==> src/rtl/uart_boot_loader_if.sv <==
// rtl/uart_boot_loader_if.sv - UART byte stream, CPU store port and BRAM port-B bundle
interface uart_boot_loader_if;
  logic [7:0]  rx_data;
  logic        rx_valid;
  logic        rx_re;
  logic [10:0] cpu_addr;
  logic [31:0] cpu_din;
  logic        cpu_we;
  logic [10:0] mem_addr;
  logic [31:0] mem_din;
  logic [3:0]  mem_we;
  logic        core_hold;
  logic        boot_done;
  logic        boot_err;

  modport master (
    output rx_data, rx_valid, cpu_addr, cpu_din, cpu_we,
    input  rx_re, mem_addr, mem_din, mem_we, core_hold, boot_done, boot_err
  );

  modport slave (
    input  rx_data, rx_valid, cpu_addr, cpu_din, cpu_we,
    output rx_re, mem_addr, mem_din, mem_we, core_hold, boot_done, boot_err
  );
endinterface

==> src/rtl/uart_boot_loader.sv <==
// rtl/uart_boot_loader.sv - UART frame loader filling BRAM port B, then handing it to the CPU
module uart_boot_loader #(
  parameter logic [7:0] SYNC_BYTE = 8'hA5,
  parameter int         MEM_WORDS = 2048
) (
  input logic               clk,
  input logic               rst,
  uart_boot_loader_if.slave bus
);
  localparam logic [2:0] IDLE   = 3'd0;
  localparam logic [2:0] LEN_LO = 3'd1;
  localparam logic [2:0] LEN_HI = 3'd2;
  localparam logic [2:0] DATA   = 3'd3;
  localparam logic [2:0] CHK    = 3'd4;
  localparam logic [2:0] DONE   = 3'd5;
  localparam logic [2:0] ERR    = 3'd6;
  localparam logic [16:0] MAX_WORDS = 17'(MEM_WORDS);

  logic [2:0]  state;
  logic        rx_re_q;
  logic [7:0]  len_lo;
  logic [15:0] len;
  logic [10:0] word_idx;
  logic [1:0]  byte_idx;
  logic [23:0] shift;
  logic [7:0]  acc;
  logic [3:0]  ld_we;
  logic [10:0] ld_addr;
  logic [31:0] ld_din;
  logic        accept;
  logic [15:0] n_words;
  logic        core_hold;

  // rx_re_q high means a byte was taken last cycle, which enforces the dead cycle
  assign accept    = bus.rx_valid && (state != DONE) && !rx_re_q;
  assign n_words   = {bus.rx_data, len_lo};
  assign core_hold = (state != DONE);

  always_ff @(posedge clk) begin
    if (!rst) begin
      state    <= IDLE;
      rx_re_q  <= 1'b0;
      len_lo   <= 8'h00;
      len      <= 16'h0000;
      word_idx <= 11'd0;
      byte_idx <= 2'd0;
      shift    <= 24'h0;
      acc      <= 8'h00;
      ld_we    <= 4'h0;
      ld_addr  <= 11'd0;
      ld_din   <= 32'h0;
    end else begin
      rx_re_q <= accept;
      ld_we   <= 4'h0;
      if (accept) begin
        case (state)
          IDLE, ERR: begin
            if (bus.rx_data == SYNC_BYTE) begin
              state    <= LEN_LO;
              word_idx <= 11'd0;
              byte_idx <= 2'd0;
              acc      <= 8'h00;
            end
          end
          LEN_LO: begin
            len_lo <= bus.rx_data;
            state  <= LEN_HI;
          end
          LEN_HI: begin
            len <= n_words;
            if (n_words == 16'h0000)
              state <= CHK;
            else if ({1'b0, n_words} > MAX_WORDS)
              state <= ERR;
            else
              state <= DATA;
          end
          DATA: begin
            acc      <= acc ^ bus.rx_data;
            byte_idx <= byte_idx + 2'd1;
            if (byte_idx == 2'd3) begin
              ld_we   <= 4'hF;
              ld_addr <= word_idx;
              ld_din  <= {bus.rx_data, shift};
              // the index stops on the last word so it can never wrap past MEM_WORDS
              if ({5'b0, word_idx} == len - 16'd1)
                state <= CHK;
              else
                word_idx <= word_idx + 11'd1;
            end else begin
              shift <= {bus.rx_data, shift[23:8]};
            end
          end
          CHK: begin
            state <= (bus.rx_data == acc) ? DONE : ERR;
          end
          default: ;
        endcase
      end
    end
  end

  assign bus.rx_re     = rx_re_q;
  assign bus.core_hold = core_hold;
  assign bus.boot_done = (state == DONE);
  assign bus.boot_err  = (state == ERR);
  assign bus.mem_addr  = core_hold ? ld_addr : bus.cpu_addr;
  assign bus.mem_din   = core_hold ? ld_din  : bus.cpu_din;
  assign bus.mem_we    = core_hold ? ld_we   : {4{bus.cpu_we}};
endmodule

==> src/flat_wrapper.sv <==
// flat-port wrapper written by rule: the top's interface ports become plain ports
module uart_boot_loader_flat 
#(
  parameter logic [7:0] SYNC_BYTE = 8'hA5,
  parameter int         MEM_WORDS = 2048
)
  (clk, rst, bus_rx_data, bus_rx_valid, bus_cpu_addr, bus_cpu_din, bus_cpu_we, bus_rx_re, bus_mem_addr, bus_mem_din, bus_mem_we, bus_core_hold, bus_boot_done, bus_boot_err);
  uart_boot_loader_if bus_i ();
  input logic clk;
  input logic rst;
  input wire logic [$bits(bus_i.rx_data)-1:0] bus_rx_data;
  input wire logic [$bits(bus_i.rx_valid)-1:0] bus_rx_valid;
  input wire logic [$bits(bus_i.cpu_addr)-1:0] bus_cpu_addr;
  input wire logic [$bits(bus_i.cpu_din)-1:0] bus_cpu_din;
  input wire logic [$bits(bus_i.cpu_we)-1:0] bus_cpu_we;
  output wire logic [$bits(bus_i.rx_re)-1:0] bus_rx_re;
  output wire logic [$bits(bus_i.mem_addr)-1:0] bus_mem_addr;
  output wire logic [$bits(bus_i.mem_din)-1:0] bus_mem_din;
  output wire logic [$bits(bus_i.mem_we)-1:0] bus_mem_we;
  output wire logic [$bits(bus_i.core_hold)-1:0] bus_core_hold;
  output wire logic [$bits(bus_i.boot_done)-1:0] bus_boot_done;
  output wire logic [$bits(bus_i.boot_err)-1:0] bus_boot_err;
  assign bus_i.rx_data = bus_rx_data;
  assign bus_i.rx_valid = bus_rx_valid;
  assign bus_i.cpu_addr = bus_cpu_addr;
  assign bus_i.cpu_din = bus_cpu_din;
  assign bus_i.cpu_we = bus_cpu_we;
  assign bus_rx_re = bus_i.rx_re;
  assign bus_mem_addr = bus_i.mem_addr;
  assign bus_mem_din = bus_i.mem_din;
  assign bus_mem_we = bus_i.mem_we;
  assign bus_core_hold = bus_i.core_hold;
  assign bus_boot_done = bus_i.boot_done;
  assign bus_boot_err = bus_i.boot_err;
  uart_boot_loader #(.SYNC_BYTE(SYNC_BYTE), .MEM_WORDS(MEM_WORDS)) u_core (.clk(clk), .rst(rst), .bus(bus_i));
endmodule
==> config.mk <==
export PLATFORM = sky130hd
export DESIGN_NAME = uart_boot_loader_flat
export DESIGN_NICKNAME = d
export VERILOG_FILES = /design/src/rtl/uart_boot_loader_if.sv /design/src/rtl/uart_boot_loader.sv /design/src/flat_wrapper.sv
export SDC_FILE = /design/constraint.sdc
export NUM_CORES = 1
export LEC_CHECK = 0
export CAP_MARGIN = 40
export CORE_UTILIZATION = 35
export DETAILED_ROUTE_END_ITERATION = 10
export GPL_TIMING_DRIVEN = 0
export SETUP_SLACK_MARGIN = 0.02
export SLEW_MARGIN = 20
export SYNTH_ARGS = -nofsm -noshare
export SYNTH_HDL_FRONTEND = slang
export SYNTH_SLANG_ARGS = --single-unit
==> constraint.sdc <==
create_clock -name clk -period 3.8 [get_ports clk]
set_clock_uncertainty 0.1 [all_clocks]
set_input_delay 1.14 -clock clk [delete_from_list [all_inputs] [get_ports clk]]
set_output_delay 1.14 -clock clk [all_outputs]
set_load 0.03 [all_outputs]
Yosys cells after proc, flatten, opt, wreduce, memory -nomap -nowiden
Cells that the tools add are included.
{ "classes": {"addsub": 3, "magnitude_cmp": 1, "n_eq_ne": 15, "mux": 19, "bitwise_logic": 2, "reduce_logical": 16} }
{ "op_table": {"columns": ["operator", "count"], "rows": [
  ["two-way mux 11 bit", 4],
  ["two-way mux 32 bit", 1],
  ["one-hot mux 11 bit (2 select lines)", 1],
  ["equality test 11 x 16 -> 1 bit", 1],
  ["greater-than comparator 16 x 12 -> 1 bit (second input constant)", 1],
  ["logical NOT 16 bit", 1],
  ["one-hot mux 8 bit (2 select lines)", 1],
  ["subtractor 16 x 1 -> 16 bit (second input constant)", 1],
  ["two-way mux 3 bit", 5],
  ["one-hot mux 3 bit (5 select lines)", 1],
  ["AND reduction 3 bit", 4],
  ["adder 11 x 1 -> 11 bit (second input constant)", 1],
  ["AND reduction 5 bit", 2],
  ["equality test 3 bit (second input constant)", 3],
  ["equality test 8 bit", 1],
  ["equality test 8 bit (second input constant)", 1],
  ["two-way mux 4 bit", 2],
  ["two-way mux 8 bit", 1],
  ["XOR 8 bit", 1],
  ["equality test 3 x 2 -> 1 bit (second input constant)", 2],
  ["!= test 2 x 1 -> 1 bit (second input constant)", 3],
  ["nonzero test 5 bit", 1],
  ["two-way mux 2 bit", 2],
  ["one-hot mux 2 bit (2 select lines)", 1],
  ["12 further kinds", 14]
]} }
{ "word_totals": {"regBits": 120, "inputBits": 55, "output_inout_bits": 51} }

Longest topological paths before layout
Gate-level depths: netlist of the first run.
{ "logic_depth": {"depth_word": 5, "ltp_mapped": 10, "mapped_depth_nobuf": 9} }

Worst setup path after synthesis of the first run
OpenSTA, ideal clock, no wires.
{ "synth_timing": {"path_kind": "reg-to-output", "from": "register u_core.state[1]", "to": "output port bus_mem_addr[1]", "arrival_time_ps": 2087, "required_ps": 2560, "slack_ps": 473, "path_stages_with_launch": 9, "path_buffers": 4, "path_cell_list": "dfxtp_1 -> clkbuf_1 -> nor2b_1 -> clkbuf_1 -> nand2_1 -> clkbuf_1 -> clkbuf_1 -> nand2_1 -> nand2_1"} }
{ "synth_via": {"elab_chain_cells": 2} }
{ "synth_lines": {"columns": ["element", "line_no", "source"], "rows": [
  ["start: declaration", "uart_boot_loader.sv:19", "logic [2:0] state;"],
  ["start signal: assignment", "uart_boot_loader.sv:95", "state <= (bus.rx_data == acc) ? DONE : ERR;"],
  ["!= test 3 bit", "uart_boot_loader.sv:37", "assign core_hold = (state != DONE);"],
  ["named net bus_core_hold", "flat_wrapper.sv:20", "output wire logic [$bits(bus_i.core_hold)-1:0] bus_core_hold;"],
  ["two-way mux 11 bit", "uart_boot_loader.sv:107", "assign bus.mem_addr = core_hold ? ld_addr : bus.cpu_addr;"],
  ["end: declaration", "flat_wrapper.sv:17", "output wire logic [$bits(bus_i.mem_addr)-1:0] bus_mem_addr;"]
]} }
The timed path passes the listed nets, and every way through them passes these cells.

Worst setup path after layout of the first run
{ "layout_timing": {"from": "register u_core.state[1]", "to": "output port bus_mem_din[23]"} }
{ "layout_via": {"elab_chain_cells": 2} }
{ "layout_lines": {"columns": ["element", "line_no", "source"], "rows": [
  ["!= test 3 bit", "uart_boot_loader.sv:37", null],
  ["two-way mux 32 bit", "uart_boot_loader.sv:108", "assign bus.mem_din = core_hold ? ld_din : bus.cpu_din;"],
  ["end: declaration", "flat_wrapper.sv:18", "output wire logic [$bits(bus_i.mem_din)-1:0] bus_mem_din;"]
]} }
No other way between the ends.

==> results.toml, run 1 <==
[cts]
tritoncts = "built"
path_clk_slew_ns = 0.05
cts_sinks = 117
h-tree-depth = 4
cts_made_buffers = 17
clk_path_buf_depth = 2
insertion_delay_ns = 0.41
clock_tree.root_cell = "clkbuf_16"

[die]
io_pins = 106
die_h_um = 132
fp.coreArea_um2 = 16600
initial_core_util_pct = 35.8
die-area_um2 = 17500
rows = 47
die_w_um = 132

[yosys]
synth_fa_ha_area_share_pct = 0.632
synthCells = 810
synth_edf_count = 0
synth_cell_types = 59
muxShareOfSynthArea_pct = 0.506
avgSynthCellArea_um2 = 7.33
synthSimpleGateAreaFrac_pct = 31.5
synth_compound_area_share_pct = 19.8
synthFlopType = "dfxtp_1"
synth_seq_cells = 117
yosysWarningCount = 0
synth_xor_area_share_pct = 2.95
yosysSeqAreaShare_pct = 39.5
synth_area_um2 = 5940
synth_top_family_by_area = "simple AND/OR/NAND/NOR gates"
synthArstFlopShare_pct = 0
synth_fp_nets = 868

[timing]
maxSlewHeadroom_pct = 53.5
finalWorstSetupSlack_ns = 0.129
hold_viol = 0
fin_crit_ns = 3.67
timing.final.crit_share_pct = 96.6
final_max_slew_viol_count = 0
tightest_slew_ns = 0.697
finalSetupViolations = 0
max_freq_ghz = 0.272
rsz0062_at_grt = "true"

[grt]
grt_pass1_wl_um = 28000
use_met3_pct = 4.11
grt_start_max_net_pins = 17
grt.busiest_layer = "met2"
antenna_found_initial = 0
use_met1_pct = 28.9
grt_usage_pct = 20.4
grt_overflow = 0
grt_pass1_vias = 5343
use_met2_pct = 30.0

[min_path]
hold_path_class = "reg -> reg"
hp-start = "u_core.len[13]"
whs_path_depth = 2

[pwr]
p_leak_nw = 2.91
vdd_drop_max_uv = 302
power.density_nw_per_um2 = 415

[setup_path]
rr_worst_depth = 10
worst-endpoint-arrival_ns = 2.43
critPathBufInv = 5
cpPeakStageDelay_ns = 0.36
cp_cell_sequence = "clkbuf_2 > nor2b_1 > clkbuf_2 > nand2_1 > clkinv_4 > clkbuf_4 > nand2_1 > nand2_1 > clkdlybuf4s15_1"
cp_num_cells = 9
crit_top_cell = "nand2_1"
slowest_stage = "clkdlybuf4s15_1"
worstSetupStartpoint = "u_core.state[1]"
worst-path-max-fanout = 10
cp_data_required_time_ns = 2.56
end_kind = "output port"
cp-start-kind = "flip-flop"
reg2reg_from = "u_core.len[0]"
crit_type = "reg -> out"
crit_family = "buffers and inverters"

[layout]
nFillCells = 1767
n_antenna_cell = 0
regArea_um2 = 2340
multi_input_area_um2 = 3300
fin_nets = 986
stdcell_area_um2 = 7710
stdcell_count = 1160
area_growth_pct = 29.9
drive_above_1_share_pct = 9.89

[detailed_routing]
drt_iter0_drc = 420
viasPerCell = 4.91
antenna_left = 0
via_count = 5693
firstDrtPassIters = 4
drc = 0
wirelength_um = 17200
wl_per_cell_um = 14.9

[placement]
port_buffers = 98
dp.cells = 1129
place_worst_setup_slack_ns = -0.731
dp_hpwl_um = 12300
routabilityCongestion = 0.844
dpl_cell_area_um2 = 7200

[outcome]
status = "complete, no violations"

[run]
drv_cap = 0
[sequential cells by signal, summed over array words and instances (netlist names)]
register,count
u_core.state,3
u_core.byte_idx,2
u_core.bus.rx_re,1
u_core.word_idx,11
u_core.ld_addr,11
u_core.len,16
u_core.ld_din,32
u_core.shift,24
u_core.acc,8
u_core.ld_we,1
u_core.len_lo,8
[power breakdown]
| part | leakage [nW] | switching [mW] | internal [mW] | total (mW) |
|---|---|---|---|---|
| Clock | 0.315 | 0.560 | 1.22 | 1.78 |
| Sequential | 0.942 | 0.00667 | 1.23 | 1.24 |
| Combinational | 1.66 | 0.0894 | 0.0867 | 0.176 |
| Total | 2.91 | 0.656 | 2.54 | 3.20 |
[metal layers]
layer | routed length, µm | up-vias | share of wire (%)
li1 | - | 2926 | -
met1 | 8880 | 2629 | 51
met2 | 7340 | 116 | 43
met3 | 685 | 22 | 4.0
met4 | 334 | 0 | 1.9
met5 | 0 | - | 0
[cell families (layout without fill, tap and decap cells)]
logic type,after synthesis,after routing
buf+inv,71,201
compound gates,160,160
mux,3,3
flops,117,117
simple gates,436,436
xor+xnor,20,20
fa+ha+maj,3,3
[worst register-to-register path, stage by stage (launching register included)]
cell	delay [ns]
dfxtp_1	0.36
inv_1	0.08
ha_1	0.22
or4b_4	0.52
nor3b_1	0.28
xnor2_1	0.20
nor4_4	0.09
a31o_4	0.28
buf_12	0.15
a2111o_1	0.41
nand2_1	0.08
[final cells by class]
class / count / area share [%]
multi-input cells: 622 / 42.7
flip-flops and latches: 117 / 30.4
repair buffers: 99 / 10.6
clock buffers: 21 / 5.71
plain buffers: 61 / 3.81
well taps: 220 / 3.57
clock inverters: 10 / 2.64
inverters: 10 / 0.552
[Yosys cell counts, drive strengths merged (8+ instances only)]
library cell	instances	area (µm²)
nor2b	14	87.6
nor2	8	30.0
dfxtp	117	2340
a21oi	9	48.8
o21ai	21	105
nand3	20	100
inv	10	37.5
a21boi	94	706
xnor2	13	114
nor4	8	71.3
nor3	9	45.0
clkbuf	55	216
nand2	341	1280
[metrics by stage]
stage          power (mW)  setup TNS (ns)  utilization [%]  hold WS [ns]
2_1_floorplan        1.35               0                -         0.335
3_3_place_gp         1.44          -25.57             43.4         0.344
3_5_place_dp         1.44          -26.20             43.4         0.346
4_1_cts              3.22               0             47.3         0.354
5_1_grt              3.29         -0.0451             46.5         0.374
6_report             3.20               0             46.5         0.354
[layout by cell type, fill, tap and decap left out, types with 3 or more instances in the layout]
cell and n:
o21ai_1 5, o21ai_0 16, and4_1 3, clkinv_2 3, clkdlybuf4s50_1 48, ha_1 3, a22oi_1 6, dlygate4sd2_1 7
and3_1 7, nor4_1 6, dfxtp_1 117, xnor2_1 13, clkbuf_2 39, mux2i_1 3, a21boi_0 81, nand2b_1 6
bufinv_16 6, nand3_1 20, nor2_1 8, buf_2 3, clkbuf_16 17, inv_1 9, buf_4 4, a2111o_1 6
clkbuf_1 49, nor2b_1 14, and2_1 7, xor2_1 7, nand2_1 341, nor3_1 9, clkdlybuf4s15_2 7, a21boi_1 13
a21oi_1 8
[repair_timing]
| item | in CTS | in global routing |
|---|---|---|
| endpoints found under the hold margin | 0 | 0 |
| buffers inserted | 0 | 0 |
| gates resized for setup | 101 | 55 |
| hold buffers | 0 | 0 |
| setup endpoints to repair | 49 | 47 |
[final timing paths]
path	end	slack, ns
max	bus_mem_din[23]	0.13
min	u_core.len[13]	0.35
max reg2reg	u_core.word_idx[2]	0.97
min reg2reg	u_core.len[13]	0.35
(Power assumes the default switching activity.)
==> inputs of run 2 (changes only) <==
Settings changed: CORE_ASPECT_RATIO set to 1.5, CORE_UTILIZATION 35 to 25.
==> results.toml, run 2 (synthesis results as in run 1) <==
[pwr]
vdd_drop_max_uv = 283
p_leak_nw = 2.95
power.density_nw_per_um2 = 398
total_power_mw = 3.09

[setup_path]
end_kind = "output port"
cp-start-kind = "flip-flop"
ff2ff_setup_slack_ns = 0.93
worst-path-max-fanout = 10
worst-endpoint-arrival_ns = 2.39
crit_type = "reg -> out"
cp_data_required_time_ns = 2.56

[timing]
timing.final.crit_share_pct = 95.4
finalSetupViolations = 0
fin_crit_ns = 3.63
tightest_slew_ns = 0.661
finalWorstSetupSlack_ns = 0.173
final_max_slew_viol_count = 0
hold_viol = 0
fin_tns_setup_ns = 0
maxSlewHeadroom_pct = 56.0
max_freq_ghz = 0.276
rsz0062_at_grt = "false"

[grt]
grt_overflow = 0
grt_start_max_net_pins = 17
grt_usage_pct = 14.2
grt_pass1_vias = 5394
grt_pass1_wl_um = 27200
antenna_found_initial = 0

[layout]
area_growth_pct = 30.6
final_common_cell = "nand2_1"
reg_top3 = "u_core.ld_din: 32 flops, u_core.shift: 24 flops, u_core.len: 16 flops"
final_core_utilization_pct = 33.5
final_cell_mix = "nand2_1 (341), dfxtp_1 (117), a21boi_0 (81)"
drive_above_1_share_pct = 10.6
top_register = "u_core.ld_din"
nFillCells = 2520
stdcell_count = 1256
largest_reg_flops = 32
fin_nets = 986
n_antenna_cell = 0

[placement]
port_buffers = 98
dp.cells = 1224
place_worst_setup_slack_ns = -0.472
routabilityCongestion = 0.837
dp_hpwl_um = 13000

[detailed_routing]
firstDrtPassIters = 4
wirelength_um = 17000
antenna_left = 0
via_count = 5605
wl_per_cell_um = 13.6
drc = 0
viasPerCell = 4.46
drt_iter0_drc = 388

[cts]
cts_made_buffers = 17
clock_tree.root_cell = "clkbuf_16"
insertion_delay_ns = 0.41
path_clk_slew_ns = 0.06
cts_sinks = 117
clk_path_buf_depth = 2
cts_hold_buf = 0
h-tree-depth = 4
tritoncts = "built"

[die]
die_h_um = 191
initial_core_util_pct = 25.6
rows = 68
die-area_um2 = 24400
die_w_um = 128
fp.coreArea_um2 = 23100
io_pins = 106

[run]
drv_cap = 0

[outcome]
status = "complete, no violations"

[min_path]
hold_path_class = "reg -> reg"
## run 2: changes by cell type in the layout (fill, tap and decap cells not counted), moves of 4 or more
cell             before  now
clkbuf_1             49   45
clkbuf_2             39   51
clkdlybuf4s15_2       7    0
dlygate4sd2_1         7    1
inv_6                 0    5
## run 2: final timing paths
kind              cells after the start                 end             from
setup / recovery                      7       bus_core_hold  u_core.state[1]
setup reg to reg                     10  u_core.word_idx[2]    u_core.len[0]
hold / removal                        2      u_core.len[13]   u_core.len[13]
hold reg to reg                       2      u_core.len[13]   u_core.len[13]
## run 2: power by group
| group | internal (mW) | switching, mW |
|---|---|---|
| sequential | 1.23 | 0.00723 |
| clock | 1.05 | 0.621 |
| combinational | 0.0865 | 0.0890 |
| total | 2.37 | 0.717 |
## run 2: layout make-up
| cell class | instances | area [µm²] | share of cell area (%) |
|---|---|---|---|
| buffer | 61 | 283 | 3.65 |
| clock inverter | 15 | 194 | 2.50 |
| tap | 315 | 394 | 5.08 |
| clock buffer | 17 | 425 | 5.49 |
| timing repair buffer | 99 | 785 | 10.1 |
| sequential | 117 | 2340 | 30.2 |
| inverter | 10 | 37.5 | 0.484 |
| multi-input combinational | 622 | 3290 | 42.5 |
## run 2: critical path, cell delays in order, from the launching register on
cell             delay (ns)
dfxtp_1                0.38
clkbuf_2               0.23
nor2b_1                0.07
clkbuf_2               0.18
nand2_1                0.19
clkbuf_4               0.25
clkbuf_2               0.26
clkdlybuf4s15_1        0.41
## run 2: what timing repair did
action	4_1_cts	5_1_grt
cloned	0	0
resized for setup	61	88
setup endpoints to repair	49	58
setup buffers	0	0
## run 2: routing by layer
metal | vias to the layer above | part of all wire (%) | track usage, %
met1 | 2544 | 41 | 15.4
met3 | 15 | 4.3 | 2.33
met4 | 0 | 1.6 | 5.75
met2 | 113 | 54 | 27.0
met5 | - | 0 | 0
li1 | 2933 | - | -
## run 2: through the flow
step                      instance area (µm²)  hold WS, ns
after global routing                     7750        0.377
after detailed placement                 7320        0.349
after floorplan                          5940        0.335
final                                    7750        0.354
after global placement                   7310        0.342
after CTS                                7910        0.356
